### src/rtl/seq_counter.sv
// Table-driven sequence counter, all state on the falling edge of clk.
// Optional runtime-writable table enabled by defining SEQ_TABLE_WR_EN.
module seq_counter #(
    parameter int WIDTH       = 4,
    parameter int DEPTH       = 10,
    parameter int RECOVER_IDX = 3
) (
    input  logic                     clk,
    input  logic                     reset,
    input  logic                     en,
    input  logic                     dir,
    input  logic                     load,
    input  logic [WIDTH-1:0]         load_val,
    input  logic                     wr_en,
    input  logic [$clog2(DEPTH)-1:0] wr_addr,
    input  logic [WIDTH-1:0]         wr_data,
    output logic [WIDTH-1:0]         count,
    output logic                     tc,
    output logic                     on_table
);

    localparam int          AW       = $clog2(DEPTH);
    localparam int unsigned DEPTH_U  = DEPTH;
    localparam logic [AW-1:0] LAST_IDX = AW'(DEPTH - 1);
    localparam logic [AW-1:0] REC_IDX  = AW'(RECOVER_IDX);

    typedef enum logic {
        ST_ON_TABLE,
        ST_OFF_TABLE
    } state_t;

    state_t           r_state;
    state_t           w_state_nx;
    logic [AW-1:0]    r_idx;
    logic [AW-1:0]    w_idx_nx;
    logic [AW-1:0]    w_idx_fwd;
    logic [AW-1:0]    w_idx_bwd;
    logic [AW-1:0]    w_match_idx;
    logic             w_match;
    logic [WIDTH-1:0] r_count;
    logic [WIDTH-1:0] w_count_nx;
    logic             r_tc;
    logic             w_tc_nx;
    logic [WIDTH-1:0] w_table [DEPTH];

`ifdef SEQ_TABLE_WR_EN
    logic [WIDTH-1:0] r_table [DEPTH];
    logic             w_wr_ok;

    assign w_wr_ok = wr_en && (32'(wr_addr) < 32'(DEPTH));

    // Non-blocking update: steps and load matching on this edge see the old contents.
    always_ff @(negedge clk or posedge reset) begin
        if (reset) begin
            for (int unsigned i = 0; i < DEPTH_U; i++) begin
                r_table[i] <= WIDTH'(i);
            end
        end else if (w_wr_ok) begin
            r_table[wr_addr] <= wr_data;
        end
    end

    always_comb begin
        for (int unsigned i = 0; i < DEPTH_U; i++) begin
            w_table[i] = r_table[i];
        end
    end
`else
    logic w_wr_unused;

    assign w_wr_unused = ^{wr_en, wr_addr, wr_data};

    always_comb begin
        for (int unsigned i = 0; i < DEPTH_U; i++) begin
            w_table[i] = WIDTH'(i);
        end
    end
`endif

    // Scan from the top so the lowest matching index wins.
    always_comb begin
        w_match     = 1'b0;
        w_match_idx = '0;
        for (int unsigned i = DEPTH_U; i > 0; i--) begin
            if (w_table[i-1] == load_val) begin
                w_match     = 1'b1;
                w_match_idx = AW'(i - 1);
            end
        end
    end

    assign w_idx_fwd = (r_idx == LAST_IDX) ? '0 : r_idx + 1'b1;
    assign w_idx_bwd = (r_idx == '0) ? LAST_IDX : r_idx - 1'b1;

    always_comb begin
        w_state_nx = r_state;
        w_idx_nx   = r_idx;
        w_count_nx = r_count;
        w_tc_nx    = 1'b0;
        if (load) begin
            w_count_nx = load_val;
            if (w_match) begin
                w_idx_nx   = w_match_idx;
                w_state_nx = ST_ON_TABLE;
            end else begin
                w_state_nx = ST_OFF_TABLE;
            end
        end else if (en) begin
            case (r_state)
                ST_ON_TABLE: begin
                    w_idx_nx   = dir ? w_idx_bwd : w_idx_fwd;
                    w_count_nx = w_table[w_idx_nx];
                    w_tc_nx    = dir ? (r_idx == '0) : (r_idx == LAST_IDX);
                end
                ST_OFF_TABLE: begin
                    w_idx_nx   = REC_IDX;
                    w_count_nx = w_table[REC_IDX];
                    w_state_nx = ST_ON_TABLE;
                end
                default: begin
                    w_state_nx = ST_ON_TABLE;
                end
            endcase
        end
    end

    always_ff @(negedge clk or posedge reset) begin
        if (reset) begin
            r_state <= ST_ON_TABLE;
            r_idx   <= '0;
            r_count <= '0;
            r_tc    <= 1'b0;
        end else begin
            r_state <= w_state_nx;
            r_idx   <= w_idx_nx;
            r_count <= w_count_nx;
            r_tc    <= w_tc_nx;
        end
    end

    assign count    = r_count;
    assign tc       = r_tc;
    assign on_table = (r_state == ST_ON_TABLE);

endmodule

### config.mk
export PLATFORM = sky130hd
export DESIGN_NAME = seq_counter
export DESIGN_NICKNAME = d
export VERILOG_FILES = /design/src/rtl/seq_counter.sv
export SDC_FILE = /design/constraint.sdc
export NUM_CORES = 1
export LEC_CHECK = 0
export ABC_CLOCK_PERIOD_IN_PS = 2550
export CAP_MARGIN = 20
export CORE_MARGIN = 8
export CORE_UTILIZATION = 30
export DETAILED_ROUTE_END_ITERATION = 6
export PLACE_DENSITY = 0.53
export SLEW_MARGIN = 20
export SYNTH_ARGS = -nofsm -noshare
export SYNTH_HDL_FRONTEND = slang
export SYNTH_SLANG_ARGS = --single-unit
### constraint.sdc
create_clock -name clk -period 2.55 [get_ports clk]
set_clock_uncertainty 0.15 [all_clocks]
set_input_delay 0.3825 -clock clk [delete_from_list [all_inputs] [get_ports clk]]
set_output_delay 0.3825 -clock clk [all_outputs]
set_load 0.02 [all_outputs]
## Word-level counts from Yosys, hierarchy flattened

Memory sizes are Yosys's and may differ from the RTL's.
Cells that the tools add are included.

- Memory bits (read-only): 64
- Word-level logic and storage cells: 64
- Memories: 1
- Register bits: 10
- Input port bits: 18
- Output and inout bits: 6

Memories:

| name | words | width | rd ports | clocked after Yosys merged registers in | write ports | RTL line | text |
|---|---|---|---|---|---|---|---|
| (no name shown) | 16 | 4 | 1 | 0 | 0 | 112 | `w_count_nx = w_table[w_idx_nx];` |

- Muxes and demuxes: 39
- Equality and inequality tests: 11
- Bitwise operators: 2
- Reduce and logical (&&, ||, !) cells: 4
- Add/subtract/negate cells: 2
- Order comparisons: 1

Operator list:

| operator | number |
|---|---|
| $mux 4 | 20 |
| $mux 1 | 17 |
| $eq 3x4->1 const A | 4 |
| $pmux 4 s2 | 2 |
| $eq 2x4->1 const A | 2 |
| $eq 4x4->1 const A | 2 |
| $logic_not 4->1 | 2 |
| $ge 5x5->1 const B | 1 |
| $not 4->5 | 1 |
| $add 4x1->4 const B | 1 |
| $eq 1x4->1 const A | 1 |
| $eq 4x4->1 const B | 1 |
| $sub 4x1->4 const B | 1 |
| $ne 2x1->1 const B | 1 |
| $reduce_and 2->1 | 1 |
| $reduce_bool 2->1 | 1 |
| $not 1->1 | 1 |

## Longest topological paths before layout

- Depth in word-level cells: 13
- Depth in mapped cells: 5
- Gate-level depth less buffers: 4

==> impl_metrics.yaml <==
routing:
  num_vias: 735
  ant_nets: 0
  drt_iter0_markers: 12
  wl_per_cell_um: 14.68
  drc_errors: 0
  dr.pass1.iters: 2
  via_per_inst: 5.104
  drt_wl_total_mm: 2.114
yosys:
  async_flop_share_pct: 100.0
  synthDistinctLibCells: 32
  yosys_warnings: 0
  netlist_area_um2: 674.4
  syn_avg_cell_area_um2: 8.125
  synth_seq_area_share_pct: 37.11
  ys_seq_elements: 10
  synth_ff_type: "dfrtn_1"
  synth_edf_count: 0
  netlist_instances: 83
  synthesis.nets: 101
pwr:
  switching_power_uw: 222.1
  power_uw: 607.3
  p_seq_share_pct: 39.1
  switching_share_pct: 36.57
  ir_drop_v: 0.0002990
  internal-power_uw: 385.2
  power.density_nw_per_um2: 531.6
  combPwrFrac_pct: 42.7
  leakagePower_uw: 0.0005262
  power_frac_clock_pct: 18.1
outcome:
  violations: "negative setup slack"
  status: "finished with violations"
finish:
  antenna-diode-count: 0
  syn2layout_area_growth_pct: 69.39
  mostFrequentLayoutCells: "buf_4, buf_6, dfrtn_1"
  fill_cells: 219
  fin_area_um2: 1142
  layout_commonest_cell: "buf_4"
  fin_nets: 136
  drive_gt1_share_pct: 50.86
  fin_util_pct: 52.65
floorplan:
  num_io_pins: 24
  dieHeight_um: 63.41
  num_rows: 17
  dieArea_um2: 4021
  initial_core_util_pct: 31.08
  fp.dieW_um: 63.41
  core_um2: 2170
placement:
  hpwl_mm: 1.510
  placed_area_um2: 949.7
  io_buffer_count: 14
  globalplace.congestion: 0.7820
clock_network:
  cts_hold_buf: 0
  ctsRootBufferMaster: "clkbuf_4"
  clk_pin_slew_ns: 0.05
  numCtsBuffers: 3
  ctsLongestPathBuffers: 2
  htree_levels: 1
  insertion_delay_ns: 0.27
  cts_tree: "done"
  clock_sinks: 10
setup_path:
  worstSetupPathType: "reg -> out"
  crit_path_start_kind: "register"
  cp.required_ns: 2.02
  crit_fanout: 2
  worst_path_max_delay_cell: "dfrtn_1"
  worst_path_largest_cell_delay_ns: 0.42
  end_kind: "output pin"
  r2r_cells: 5
  arrival_ns: 2.14
  path_cells: "inv_2 > buf_6"
timing:
  rsz0062_at_grt: "true"
  worstMarginPinSlew_ns: 0.6427
  setup-violations-final: 12
  tns_ns: -0.9093
  fin_ws_ns: -0.1219
  relSlewSlack_pct: 57.16
  finalHoldViolCount: 0
  slew_viol_final: 0
grt:
  grt_max_degree: 14
  overflow: 0
  grt_pass1_vias: 759
  gr-usage-all-layers_pct: 10.91
  grt_first_pass_wirelength_mm: 3.594
  antenna_found_initial: 0
min_path:
  hold_class: "reg -> reg"
  hold_path_depth: 2
run:
  maxCapViolations: 0
worst paths after layout:
kind	startpoint	end	slack [ns]
worst max-delay path	r_state$_DFFE_NP0P_	on_table	-0.12
worst min-delay path	count[0]$_DFFE_NP0P_	count[0]$_DFFE_NP0P_	0.41
worst max register to register	r_idx[0]$_DFFE_NP0P_	r_idx[3]$_DFFE_NP0P_	0.54
worst min register to register	count[0]$_DFFE_NP0P_	count[0]$_DFFE_NP0P_	0.41
max in group asynchronous	reset	count[3]$_DFFE_NP0P_	0.68
min in group asynchronous	reset	count[2]$_DFFE_NP0P_	1.39
stage by stage:
| step | hold slack [ns] | instances | setup WS [ns] |
|---|---|---|---|
| floorplan | 0.3475 | 83 | -0.3127 |
| global placement | 0.3826 | 134 | -0.8407 |
| CTS | 0.4097 | 142 | -0.1271 |
| detailed placement | 0.3840 | 134 | -0.8676 |
| finish | 0.4073 | 144 | -0.1219 |
| global route | 0.4635 | 144 | -0.1408 |
cell usage after synthesis, drive strengths merged, types with 2 or more instances:
cell type,instances,share of area (%)
clkbuf,3,1.7
o21ai,9,6.7
nand3,3,2.2
xnor2,2,2.6
nor3b,4,4.5
dfrtn,10,37
a31oi,3,2.8
a21o,2,2.2
o21a,2,2.2
a21oi,6,4.5
buf,4,3.7
nor2,8,4.5
inv,5,2.8
and2,2,1.9
nand2,6,3.3
registers in the layout (all words and copies together), names as in the netlist:
name	count
count	4
r_idx	4
r_state	1
tc	1
worst max-delay path, delay by kind of cell (launching register included):
family | cells | cell delay, ns
DFF | 1 | 0.42
buffers and inverters | 2 | 0.17
cells by family after synthesis:
| logic type | share of synthesized area, % |
|---|---|
| buf+inv | 8.163 |
| mux | 1.670 |
| compound gates | 28.02 |
| flops | 37.11 |
| xor+xnor | 2.598 |
| simple gates | 22.45 |
power by group through the flow:
stage | combinational (uW) | sequential (uW) | clock (uW)
floorplan | 131 | 211 | 0
global route | 282 | 243 | 119
detailed placement | 196 | 226 | 0
CTS | 242 | 232 | 112
finish | 260 | 238 | 110
global placement | 194 | 225 | 0
per-layer routing:
metal  part of all wire, %  routed length (um)  up-vias  global-route usage, %
met2                    51                1078       10                  17.24
met4                  0.57                  12        0                  3.343
met1                    45                 944      360                  13.14
li1                      -                   -      363                      -
met5                     0                   0        -                      0
met3                   3.7                  78        2                  4.417
layout make-up:
type / count / area, um2 / area share, %
clock buffer: 3 / 22.52 / 1.972
sequential: 10 / 250.2 / 21.91
timing repair buffer: 37 / 317.8 / 27.82
inverter: 5 / 18.77 / 1.643
tap: 28 / 35.03 / 3.067
multi-input combinational: 61 / 498.0 / 43.59
timing repair:
item / 4_1_cts / 5_1_grt
resized for setup: 73 / 12
pin swaps: 11 / 7
hold endpoints to repair: 0 / 0
buffers inserted: 5 / 2
endpoints found under the setup margin: 16 / 14
No activity file was read; power rests on OpenSTA's default activity.
